### src/rtl/mips_mc_ctrl_if.sv
// Purpose: bundles the control-unit handshake and select signals between the controller and the datapath.
// Latency: wires only. The controller's outputs are combinational from its state and these inputs.
// Backpressure: mem_wait from the memory side stalls the controller in FETCH or in a memory EXEC2.
// Ports: start, instr, mem_wait, branch_taken and pc_is_zero flow into the controller.
//        The datapath enables and selects, active, illegal and bus_error flow out of it.
// master = controller side, slave = datapath/memory side.
interface mips_mc_ctrl_if #(
    parameter int ALUOP_W = 4
);
    logic               start;
    logic [31:0]        instr;
    logic               mem_wait;
    logic               branch_taken;
    logic               pc_is_zero;

    logic               ir_write;
    logic               iord;
    logic               alu_src_a;
    logic               alu_sel;
    logic               pc_write;
    logic               reg_write;
    logic               mem_to_reg;
    logic               mem_read;
    logic               mem_write;
    logic               tgt_write;
    logic [1:0]         alu_src_b;
    logic [ALUOP_W-1:0] alu_op;
    logic [2:0]         pc_src;
    logic [1:0]         reg_dst;
    logic               active;
    logic               illegal;
    logic               bus_error;

    modport master (
        input  start, instr, mem_wait, branch_taken, pc_is_zero,
        output ir_write, iord, alu_src_a, alu_sel, pc_write, reg_write, mem_to_reg,
               mem_read, mem_write, tgt_write, alu_src_b, alu_op, pc_src, reg_dst,
               active, illegal, bus_error
    );

    modport slave (
        output start, instr, mem_wait, branch_taken, pc_is_zero,
        input  ir_write, iord, alu_src_a, alu_sel, pc_write, reg_write, mem_to_reg,
               mem_read, mem_write, tgt_write, alu_src_b, alu_op, pc_src, reg_dst,
               active, illegal, bus_error
    );
endinterface

### src/rtl/mips_mc_ctrl.sv
// Purpose: multicycle MIPS control FSM (HALTED/FETCH/DECODE/EXEC1-3) driving every datapath select and enable.
// Latency: with no wait states, ALU and immediate ops take 4 cycles, loads 5, stores 4, and jumps or branches 3.
// Backpressure: mem_wait holds FETCH or memory EXEC2. A run of WAIT_MAX waits sets sticky bus_error and halts.
// Ports: clk, rst_n (async, active-low) and bus (mips_mc_ctrl_if.master).
// Option: define BRANCH_DELAY_SLOT_EN to defer redirects through a saved target until after the delay slot.
module mips_mc_ctrl #(
    parameter int                 ALUOP_W  = 4,
    parameter int                 WAIT_MAX = 255,
    parameter logic [ALUOP_W-1:0] OP_ADD   = ALUOP_W'(4'b0010),
    parameter logic [ALUOP_W-1:0] OP_OR    = ALUOP_W'(4'b0001),
    parameter logic [ALUOP_W-1:0] OP_AND   = ALUOP_W'(4'b0000),
    parameter logic [ALUOP_W-1:0] OP_SLT   = ALUOP_W'(4'b0111),
    parameter logic [ALUOP_W-1:0] OP_PASSA = ALUOP_W'(4'b1110),
    parameter logic [ALUOP_W-1:0] OP_FUNCT = ALUOP_W'(4'b1111)
) (
    input  logic            clk,
    input  logic            rst_n,
    mips_mc_ctrl_if.master  bus
);
    localparam int CNT_W = $clog2(WAIT_MAX + 1);

    typedef enum logic [2:0] {S_HALTED, S_FETCH, S_DECODE, S_EXEC1, S_EXEC2, S_EXEC3} state_t;
    typedef enum logic [3:0] {C_RALU, C_JR, C_JALR, C_IMM, C_LOAD, C_STORE, C_J, C_JAL, C_BR, C_ILL} cls_t;

    state_t             state, nxt;
    cls_t               cls;
    logic [ALUOP_W-1:0] imm_op;
    logic               fetch_entry;   // first cycle of a FETCH visit; pc_is_zero is only honoured here
    logic [CNT_W-1:0]   wait_cnt;
    logic               wait_step, timeout, redirect;
    logic [2:0]         redir_src;
    logic               bus_error_q;
`ifdef BRANCH_DELAY_SLOT_EN
    logic               pending;       // a redirect target is saved and waits for the delay slot to finish
`endif

    wire [5:0] opcode = bus.instr[31:26];
    wire [5:0] funct  = bus.instr[5:0];
    logic unused_instr;
    assign unused_instr = ^bus.instr[25:6];

    // Instruction class decode
    always_comb begin
        cls    = C_ILL;
        imm_op = OP_ADD;
        case (opcode)
            6'h00: begin
                case (funct)
                    6'h21, 6'h23, 6'h24, 6'h25, 6'h2A: cls = C_RALU;
                    6'h08:                             cls = C_JR;
                    6'h09:                             cls = C_JALR;
                    default:                           cls = C_ILL;
                endcase
            end
            6'h09: begin cls = C_IMM; imm_op = OP_ADD; end
            6'h0C: begin cls = C_IMM; imm_op = OP_AND; end
            6'h0D: begin cls = C_IMM; imm_op = OP_OR;  end
            6'h0A: begin cls = C_IMM; imm_op = OP_SLT; end
            6'h23, 6'h20:        cls = C_LOAD;
            6'h2B:               cls = C_STORE;
            6'h02:               cls = C_J;
            6'h03:               cls = C_JAL;
            6'h04, 6'h05, 6'h07: cls = C_BR;
            default:             cls = C_ILL;
        endcase
    end

    // Next state and datapath controls
    always_comb begin
        nxt            = state;
        bus.ir_write   = 1'b0;
        bus.iord       = 1'b0;
        bus.alu_src_a  = 1'b0;
        bus.alu_sel    = 1'b0;
        bus.pc_write   = 1'b0;
        bus.reg_write  = 1'b0;
        bus.mem_to_reg = 1'b0;
        bus.mem_read   = 1'b0;
        bus.mem_write  = 1'b0;
        bus.tgt_write  = 1'b0;
        bus.alu_src_b  = 2'd0;
        bus.alu_op     = '0;
        bus.pc_src     = 3'd0;
        bus.reg_dst    = 2'd0;
        bus.illegal    = 1'b0;
        redirect       = 1'b0;
        redir_src      = 3'd0;
        wait_step      = 1'b0;
        case (state)
            S_HALTED: if (bus.start) nxt = S_FETCH;
            S_FETCH: begin
                bus.alu_src_b = 2'd1;
                bus.alu_op    = OP_ADD;
                if (fetch_entry && bus.pc_is_zero) begin
                    nxt = S_HALTED;
                end else begin
                    bus.mem_read = 1'b1;
                    if (bus.mem_wait) begin
                        wait_step = 1'b1;
                    end else begin
                        bus.ir_write = 1'b1;
                        bus.pc_write = 1'b1;
`ifdef BRANCH_DELAY_SLOT_EN
                        bus.pc_src   = pending ? 3'd4 : 3'd0;
`endif
                        nxt = S_DECODE;
                    end
                end
            end
            S_DECODE: begin
                bus.alu_src_b = 2'd3;
                bus.alu_op    = OP_ADD;
                nxt           = S_EXEC1;
            end
            S_EXEC1: begin
                nxt = S_FETCH;
                case (cls)
                    C_RALU: begin
                        bus.alu_src_a = 1'b1;
                        bus.alu_op    = OP_FUNCT;
                        nxt           = S_EXEC2;
                    end
                    C_JR, C_JALR: begin
                        bus.alu_src_a = 1'b1;
                        bus.alu_op    = OP_PASSA;
                        redirect      = 1'b1;
                        redir_src     = 3'd2;
                        if (cls == C_JALR) begin
                            bus.reg_write = 1'b1;   // link value is PC+4 via alu_sel=0
                            bus.reg_dst   = 2'd1;
                        end
                    end
                    C_IMM: begin
                        bus.alu_src_a = 1'b1;
                        bus.alu_src_b = 2'd2;
                        bus.alu_op    = imm_op;
                        nxt           = S_EXEC2;
                    end
                    C_LOAD, C_STORE: begin
                        bus.alu_src_a = 1'b1;
                        bus.alu_src_b = 2'd2;
                        bus.alu_op    = OP_ADD;
                        nxt           = S_EXEC2;
                    end
                    C_J, C_JAL: begin
                        redirect  = 1'b1;
                        redir_src = 3'd1;
                        if (cls == C_JAL) begin
                            bus.reg_write = 1'b1;
                            bus.reg_dst   = 2'd2;
                        end
                    end
                    C_BR: begin
                        bus.alu_src_a = 1'b1;
                        if (bus.branch_taken) begin
                            redirect  = 1'b1;
                            redir_src = 3'd3;
                        end
                    end
                    default: bus.illegal = 1'b1;
                endcase
            end
            S_EXEC2: begin
                nxt = S_FETCH;
                case (cls)
                    C_RALU, C_IMM: begin
                        bus.reg_write = 1'b1;
                        bus.alu_sel   = 1'b1;
                        bus.reg_dst   = (cls == C_RALU) ? 2'd1 : 2'd0;
                    end
                    C_LOAD: begin
                        bus.iord     = 1'b1;
                        bus.mem_read = 1'b1;
                        if (bus.mem_wait) begin
                            wait_step = 1'b1;
                            nxt       = S_EXEC2;
                        end else begin
                            nxt = S_EXEC3;
                        end
                    end
                    C_STORE: begin
                        bus.iord      = 1'b1;
                        bus.mem_write = 1'b1;
                        if (bus.mem_wait) begin
                            wait_step = 1'b1;
                            nxt       = S_EXEC2;
                        end
                    end
                    default: nxt = S_FETCH;
                endcase
            end
            S_EXEC3: begin
                bus.reg_write  = 1'b1;
                bus.mem_to_reg = 1'b1;
                nxt            = S_FETCH;
            end
            default: nxt = S_HALTED;
        endcase

        if (redirect) begin
            bus.pc_src = redir_src;
`ifdef BRANCH_DELAY_SLOT_EN
            bus.tgt_write = 1'b1;
`else
            bus.pc_write  = 1'b1;
`endif
        end

        timeout = wait_step && (wait_cnt == CNT_W'(WAIT_MAX - 1));
        if (timeout) nxt = S_HALTED;

        // Nothing may write while reset is held, even transiently.
        if (!rst_n) begin
            bus.ir_write  = 1'b0;
            bus.pc_write  = 1'b0;
            bus.reg_write = 1'b0;
            bus.mem_write = 1'b0;
            bus.tgt_write = 1'b0;
            bus.mem_read  = 1'b0;
        end
    end

    assign bus.active    = (state != S_HALTED);
    assign bus.bus_error = bus_error_q;

    always_ff @(posedge clk or negedge rst_n) begin
        if (!rst_n) begin
            state       <= S_HALTED;
            fetch_entry <= 1'b0;
            wait_cnt    <= '0;
            bus_error_q <= 1'b0;
`ifdef BRANCH_DELAY_SLOT_EN
            pending     <= 1'b0;
`endif
        end else begin
            state       <= nxt;
            fetch_entry <= (nxt == S_FETCH) && (state != S_FETCH);
            if (timeout) begin
                bus_error_q <= 1'b1;
                wait_cnt    <= '0;
            end else if (wait_step) begin
                wait_cnt <= wait_cnt + CNT_W'(1);
            end else begin
                wait_cnt <= '0;
            end
`ifdef BRANCH_DELAY_SLOT_EN
            if (redirect)
                pending <= 1'b1;
            else if (state == S_FETCH && nxt != S_FETCH)
                pending <= 1'b0;
`endif
        end
    end
endmodule

### src/flat_wrapper.sv
// flat-port wrapper written by rule: the top's interface ports become plain ports
module mips_mc_ctrl_flat 
#(
    parameter int                 ALUOP_W  = 4,
    parameter int                 WAIT_MAX = 255,
    parameter logic [ALUOP_W-1:0] OP_ADD   = ALUOP_W'(4'b0010),
    parameter logic [ALUOP_W-1:0] OP_OR    = ALUOP_W'(4'b0001),
    parameter logic [ALUOP_W-1:0] OP_AND   = ALUOP_W'(4'b0000),
    parameter logic [ALUOP_W-1:0] OP_SLT   = ALUOP_W'(4'b0111),
    parameter logic [ALUOP_W-1:0] OP_PASSA = ALUOP_W'(4'b1110),
    parameter logic [ALUOP_W-1:0] OP_FUNCT = ALUOP_W'(4'b1111)
)
  (clk, rst_n, bus_start, bus_instr, bus_mem_wait, bus_branch_taken, bus_pc_is_zero, bus_ir_write, bus_iord, bus_alu_src_a, bus_alu_sel, bus_pc_write, bus_reg_write, bus_mem_to_reg, bus_mem_read, bus_mem_write, bus_tgt_write, bus_alu_src_b, bus_alu_op, bus_pc_src, bus_reg_dst, bus_active, bus_illegal, bus_bus_error);
  mips_mc_ctrl_if #(.ALUOP_W(ALUOP_W)) bus_i ();
  input  logic clk;
  input  logic rst_n;
  input wire logic [$bits(bus_i.start)-1:0] bus_start;
  input wire logic [$bits(bus_i.instr)-1:0] bus_instr;
  input wire logic [$bits(bus_i.mem_wait)-1:0] bus_mem_wait;
  input wire logic [$bits(bus_i.branch_taken)-1:0] bus_branch_taken;
  input wire logic [$bits(bus_i.pc_is_zero)-1:0] bus_pc_is_zero;
  output wire logic [$bits(bus_i.ir_write)-1:0] bus_ir_write;
  output wire logic [$bits(bus_i.iord)-1:0] bus_iord;
  output wire logic [$bits(bus_i.alu_src_a)-1:0] bus_alu_src_a;
  output wire logic [$bits(bus_i.alu_sel)-1:0] bus_alu_sel;
  output wire logic [$bits(bus_i.pc_write)-1:0] bus_pc_write;
  output wire logic [$bits(bus_i.reg_write)-1:0] bus_reg_write;
  output wire logic [$bits(bus_i.mem_to_reg)-1:0] bus_mem_to_reg;
  output wire logic [$bits(bus_i.mem_read)-1:0] bus_mem_read;
  output wire logic [$bits(bus_i.mem_write)-1:0] bus_mem_write;
  output wire logic [$bits(bus_i.tgt_write)-1:0] bus_tgt_write;
  output wire logic [$bits(bus_i.alu_src_b)-1:0] bus_alu_src_b;
  output wire logic [$bits(bus_i.alu_op)-1:0] bus_alu_op;
  output wire logic [$bits(bus_i.pc_src)-1:0] bus_pc_src;
  output wire logic [$bits(bus_i.reg_dst)-1:0] bus_reg_dst;
  output wire logic [$bits(bus_i.active)-1:0] bus_active;
  output wire logic [$bits(bus_i.illegal)-1:0] bus_illegal;
  output wire logic [$bits(bus_i.bus_error)-1:0] bus_bus_error;
  assign bus_i.start = bus_start;
  assign bus_i.instr = bus_instr;
  assign bus_i.mem_wait = bus_mem_wait;
  assign bus_i.branch_taken = bus_branch_taken;
  assign bus_i.pc_is_zero = bus_pc_is_zero;
  assign bus_ir_write = bus_i.ir_write;
  assign bus_iord = bus_i.iord;
  assign bus_alu_src_a = bus_i.alu_src_a;
  assign bus_alu_sel = bus_i.alu_sel;
  assign bus_pc_write = bus_i.pc_write;
  assign bus_reg_write = bus_i.reg_write;
  assign bus_mem_to_reg = bus_i.mem_to_reg;
  assign bus_mem_read = bus_i.mem_read;
  assign bus_mem_write = bus_i.mem_write;
  assign bus_tgt_write = bus_i.tgt_write;
  assign bus_alu_src_b = bus_i.alu_src_b;
  assign bus_alu_op = bus_i.alu_op;
  assign bus_pc_src = bus_i.pc_src;
  assign bus_reg_dst = bus_i.reg_dst;
  assign bus_active = bus_i.active;
  assign bus_illegal = bus_i.illegal;
  assign bus_bus_error = bus_i.bus_error;
  mips_mc_ctrl #(.ALUOP_W(ALUOP_W), .WAIT_MAX(WAIT_MAX), .OP_ADD(OP_ADD), .OP_OR(OP_OR), .OP_AND(OP_AND), .OP_SLT(OP_SLT), .OP_PASSA(OP_PASSA), .OP_FUNCT(OP_FUNCT)) u_core (.clk(clk), .rst_n(rst_n), .bus(bus_i));
endmodule
### config.mk
export PLATFORM = sky130hd
export DESIGN_NAME = mips_mc_ctrl_flat
export DESIGN_NICKNAME = d
export VERILOG_FILES = /design/src/rtl/mips_mc_ctrl_if.sv /design/src/rtl/mips_mc_ctrl.sv /design/src/flat_wrapper.sv
export SDC_FILE = /design/constraint.sdc
export NUM_CORES = 1
export LEC_CHECK = 0
export CAP_MARGIN = 20
export CORE_MARGIN = 3
export CORE_UTILIZATION = 42
export CTS_CLUSTER_SIZE = 25
export DETAILED_ROUTE_END_ITERATION = 16
export PLACE_DENSITY = 0.79
export SLEW_MARGIN = 20
export SYNTH_ARGS = -nofsm -noshare
export SYNTH_HDL_FRONTEND = slang
export SYNTH_SLANG_ARGS = --single-unit
### constraint.sdc
create_clock -name clk -period 3.6 [get_ports clk]
set_input_delay 0.9 -clock clk [delete_from_list [all_inputs] [get_ports clk]]
set_output_delay 0.9 -clock clk [all_outputs]
set_load 0.005 [all_outputs]
**After elaboration in Yosys (flattened, before gate mapping)**

Index checks and enable logic that the tools add are counted.

- Input port bits: 38
- Word-level logic and storage cells: 123
- Output and inout port bits: 24
- Register bits after elaboration: 13

- Eq/ne operators: 35
- Add/subtract/negate cells: 1
- Reductions and logical operators: 21
- Mux-type cells: 62

Operators with widths:

| kind | number |
|---|---|
| $eq 6x6->1 const B | 8 |
| $eq 6x4->1 const B | 6 |
| $mux 1 | 32 |
| $pmux 4 s7 | 1 |
| $mux 3 | 8 |
| $eq 6x3->1 const B | 3 |
| $pmux 3 s3 | 2 |
| $pmux 3 s6 | 1 |
| $eq 4x3->1 const B | 4 |
| $mux 8 | 2 |
| $pmux 4 s4 | 1 |
| $eq 6x2->1 const B | 2 |
| $pmux 4 s3 | 1 |
| $reduce_or 2->1 | 6 |
| $reduce_or 4->1 | 3 |
| $reduce_or 9->1 | 1 |
| $add 8x1->8 const B | 1 |
| $eq 4x2->1 const B | 2 |
| $eq 8x8->1 const B | 1 |
| $mux 2 | 4 |
| $pmux 1 s2 | 4 |
| $pmux 2 s2 | 2 |
| $pmux 4 s2 | 1 |
| $reduce_or 7->1 | 1 |
| other kinds (16) | 22 |

**Longest topological paths before layout**

- Word-level depth: 12
- Depth in mapped cells: 8
- Depth with buffers taken out: 7

**Worst setup path before layout**

No wires, ideal clock.

- Path type: input -> output
- Start: in bus_instr[28]
- End: out bus_alu_op[1]
- Arrival: 2.307 ns
- Cell stages on the path: 7
- Data required time: 2.700 ns
- Path buffers: 1
- Setup slack: 0.393 ns
- Path through: buf_6 or3_4 a211oi_4 a311oi_2 nand2_1 a21oi_2 or3_1

- Cells in the longest elaborated chain, start to end: 7
- Elaborated cells on any way between the ends: 28
- Classes of those cells: eq/ne: 17; mux: 4; reduce/logical: 7

Ends and longest elaborated chain:

| what | RTL line | RTL |
|---|---|---|
| from (decl) | flat_wrapper.sv:18 | `input wire logic [$bits(bus_i.instr)-1:0] bus_instr;` |
| $eq 6x4->1, or another cell as far along | mips_mc_ctrl.sv:46 | `case (opcode)` |
| $reduce_or 4->1 (no line), or another cell as far along | n/a |  |
| $pmux 4 s7 | mips_mc_ctrl.sv:46 |  |
| $eq 4x3->1, or another cell as far along | mips_mc_ctrl.sv:117 | `case (cls)` |
| $reduce_or 2->1, on equally long branches | n/a |  |
| $pmux 4 s4 * | mips_mc_ctrl.sv:117 |  |
| $pmux 4 s2 * | mips_mc_ctrl.sv:89 | `case (state)` |
| to (decl) | flat_wrapper.sv:33 | `output wire logic [$bits(bus_i.alu_op)-1:0] bus_alu_op;` |

Every way passes the cells marked *; elsewhere a longest branch is shown, timed or not.

**Worst setup path in the final report**

- Start: in bus_instr[30]
- End: out bus_pc_src[0]

- Cells in the longest elaborated chain, start to end: 8
- Elaborated cells on any way between the ends: 30
- Classes of those cells: eq/ne: 17; mux: 6; reduce/logical: 7

Ends and longest elaborated chain:

| what | RTL line | RTL |
|---|---|---|
| $eq 6x4->1, or another cell as far along | mips_mc_ctrl.sv:46 |  |
| $reduce_or 4->1 (no line), or another cell as far along | n/a |  |
| $pmux 4 s7 * | mips_mc_ctrl.sv:46 |  |
| $eq 4x1->1, or another cell as far along | mips_mc_ctrl.sv:117 |  |
| $reduce_or 4->1 (no line), or another cell as far along | n/a |  |
| $pmux 1 s2 / $pmux 3 s3 (equally long branches) | mips_mc_ctrl.sv:117 |  |
| $mux 1 / $mux 3 (equally long branches) | mips_mc_ctrl.sv:89 |  |
| $mux 3 * | mips_mc_ctrl.sv:200 | `if (redirect) begin` |
| to (decl) | flat_wrapper.sv:34 | `output wire logic [$bits(bus_i.pc_src)-1:0] bus_pc_src;` |

Marked as above.

==> run metrics <==
status complete, no violations; CP arrival 2.70 ns; hold crit path type flip-flop to flip-flop; Post-Synthesis Cells 184; Max VDD drop 0.000209 V; # diodes 0; Multi-input gate area 0.00109 sq mm; final setup fails 0; simple-gate share of the synthesized area 35.3%; syn_area_per_cell 7.71 sq um; Final Cell Area 0.00229 sq mm; clock tree buffer depth 2; main combinational cell family by area after synthesis simple AND/OR/NAND/NOR gates; Register Area 325 sq um; GRT Util Overall 22.7%; mux share of post-synthesis cell area 0%; Min-Delay Endpoint u_core.bus.bus_error; hold path startpoint u_core.bus.bus_error; leakage power 1.07 nW; CTS tree yes; top_reg_cell synth dfrtp_1; Power per Cell Area 283 mW/mm^2; crit start category input pin; initial antenna violation count 0; reg2reg setup slack 1.80 ns; Boundary Pins 62; CP required 2.70 ns; Initial DRT Pass Iterations 4; Seq cells post-synth 13; DPL Wire Length 3210 um; Synth top area share 22.9%; layout cells sized above 1 37.9%; core area 0.00313 sq mm; Compound-Gate Fraction of Synth Area 26.0%; H-tree levels 1; residual DRC count 0; vias 1,768; initial core utilization 45.4%; Setup WS post-layout 0.00455 ns; largest net degree at the start of global routing 19; Die Y-Extent 64.1 um; sequential-to-total area share from yosys stat 22.9%; RR Endpoint u_core.state[2]; Antenna Nets Post-Route 0; I/O Buffers 39; clock root cell clkbuf_4; Cell Area, Synth 0.00142 sq mm; vias per cell 5.65; residual overflow from global routing 0; launch point of the worst reg-to-reg path u_core.state[2]; XOR/XNOR Fraction of Synth Area 5.56%; worst slack at placement -0.594 ns; nets 310; post-route setup TNS 0 ns; final period utilization 99.9%; Max Clk Rate 0.278 GHz; most common cell after layout, fill and taps aside buf_4; DRT Wirelength 4630 um; clk sink count 13; std cell rows 20; critical path endpoint category output pin; CTS Buf Count 3; Synth cell types 59; final hold viol count 0; hold path cells 1; ys async rst share 100%; leading area contributor after synthesis dfrtp_1; Post-synth EDFFs 0; Yosys Warn Count 0; DR WL/cell 14.8 um; # hold bufs at CTS 0; Adder-Cell Fraction of Synth Area 1.76%; Setup CP Type input pin to output pin; most frequent cells in the layout buf_4 (50), nor2_1 (23), clkdlybuf4s50_1 (13), dfrtp_1 (13), inv_1 (11); # fillers 230; Max Slew Vio Count 0; Final min period 3.60 ns; Worst Reg-to-Reg Cells 9; die width 64.1 um; drt first-iter violations 163; area grow syn2layout 61.1%; first-pass GRT wire length 7610 um; area of the die 0.00411 sq mm; clk slew on worst S/H paths 0.08 ns; worst skew pair latency 0.28 ns; # Max-Cap Violations 0; Placed Area 0.00210 sq mm; Critical Path Fanout Max 3; Routability Congestion 0.903; largest cells by area after synthesis dfrtp_1 (23%), nor2_1 (6.1%), xor2_1 (3.7%); clock skew 0.00271 ns; vias in the first global route 1,714
## what timing repair did
action | 4_1_cts | 5_1_grt
setup endpoints to repair | 17 | 8
gates cloned | 0 | 0
buffers inserted | 12 | 3
resized for setup | 69 | 29
pin swaps | 18 | 14
## flip-flops by register name, summed over array words and instances (netlist names)
register / cells
u_core.wait_cnt: 8
u_core.fetch_entry: 1
u_core.state: 3
u_core.bus.bus_error: 1
## final cells by class
cell class              count  share of cell area, %
repair buffers             92                   32.4
inverters                  12                   1.97
multi-input cells         148                   47.8
clock buffers               4                   1.15
flip-flops and latches     13                   14.2
well taps                  44                   2.41
## layer usage
layer / up-vias / global-route usage [%] / share of wire (%) / routed length (um)
met5: - / 0 / 0 / 0
met4: 0 / 5.80 / 1.6 / 73
met3: 11 / 5.62 / 7.5 / 347
met2: 84 / 38.1 / 49 / 2260
met1: 828 / 29.1 / 42 / 1950
li1: 845 / - / - / -
## worst max-delay path by stage
stage                                to     startpoint  depth (start not counted)  slack (ns)
after detailed placement  bus_alu_op[1]  bus_instr[27]                          8       -0.59
after global routing      bus_pc_src[0]  bus_instr[30]                          7       -0.05
after global placement     bus_pc_write  bus_instr[28]                          8       -0.54
after CTS                 bus_alu_op[1]  bus_instr[30]                          9       -0.08
final                     bus_pc_src[0]  bus_instr[30]                          7       0.005
after floorplan           bus_alu_op[1]  bus_instr[28]                          7        0.39
## Yosys cell counts (2+ instances only)
library cell   n
nand4_1        5
a21oi_1        6
a31oi_1        4
nor2_1        23
buf_2          3
and3_1         4
o21bai_1       2
o21a_1         2
o21ai_0        6
dfrtp_1       13
nand3_1       10
nand2_1       11
nor2b_1        4
or3_4          2
a2bb2oi_1      3
o21ai_1        4
nor4_1         3
nand3b_1       3
nor3_1         5
and4b_1        3
clkbuf_1       3
buf_4          4
a211oi_1       3
nand2b_1       3
inv_1         11
xnor2_1        3
ha_1           2
and2_1         3
xor2_1         6
## worst max-delay path, cell delays in order
cell and delay, ns:
clkdlybuf4s15_2 0.20, or3_4 0.40, buf_4 0.15, buf_4 0.13, nor3_2 0.26, buf_4 0.16
clkdlybuf4s50_1 0.49
## power by group
group	internal, mW	switching, mW	total (mW)
sequential	0.164	0.0343	0.198
combinational	0.183	0.176	0.359
clock	0.0430	0.0458	0.0888
total	0.390	0.256	0.646
## cell families after synthesis
family / Yosys count
AND/OR/NAND/NOR: 88
AO/OA/AOI/OAI: 47
buffers and inverters: 24
flip-flops: 13
XOR/XNOR: 9
adder cells (fa/ha/maj): 2
other: 1
## per-stage QoR
stage	hold WS [ns]	util (%)	total power, mW	std cells
after floorplan	0.465	-	0.374	185
after global placement	0.454	67.2	0.550	295
after detailed placement	0.456	67.2	0.556	295
after CTS	0.489	72.6	0.643	311
after global routing	0.509	73.1	0.693	313
final	0.487	73.1	0.646	313
No activity file was read; power rests on OpenSTA's default activity.
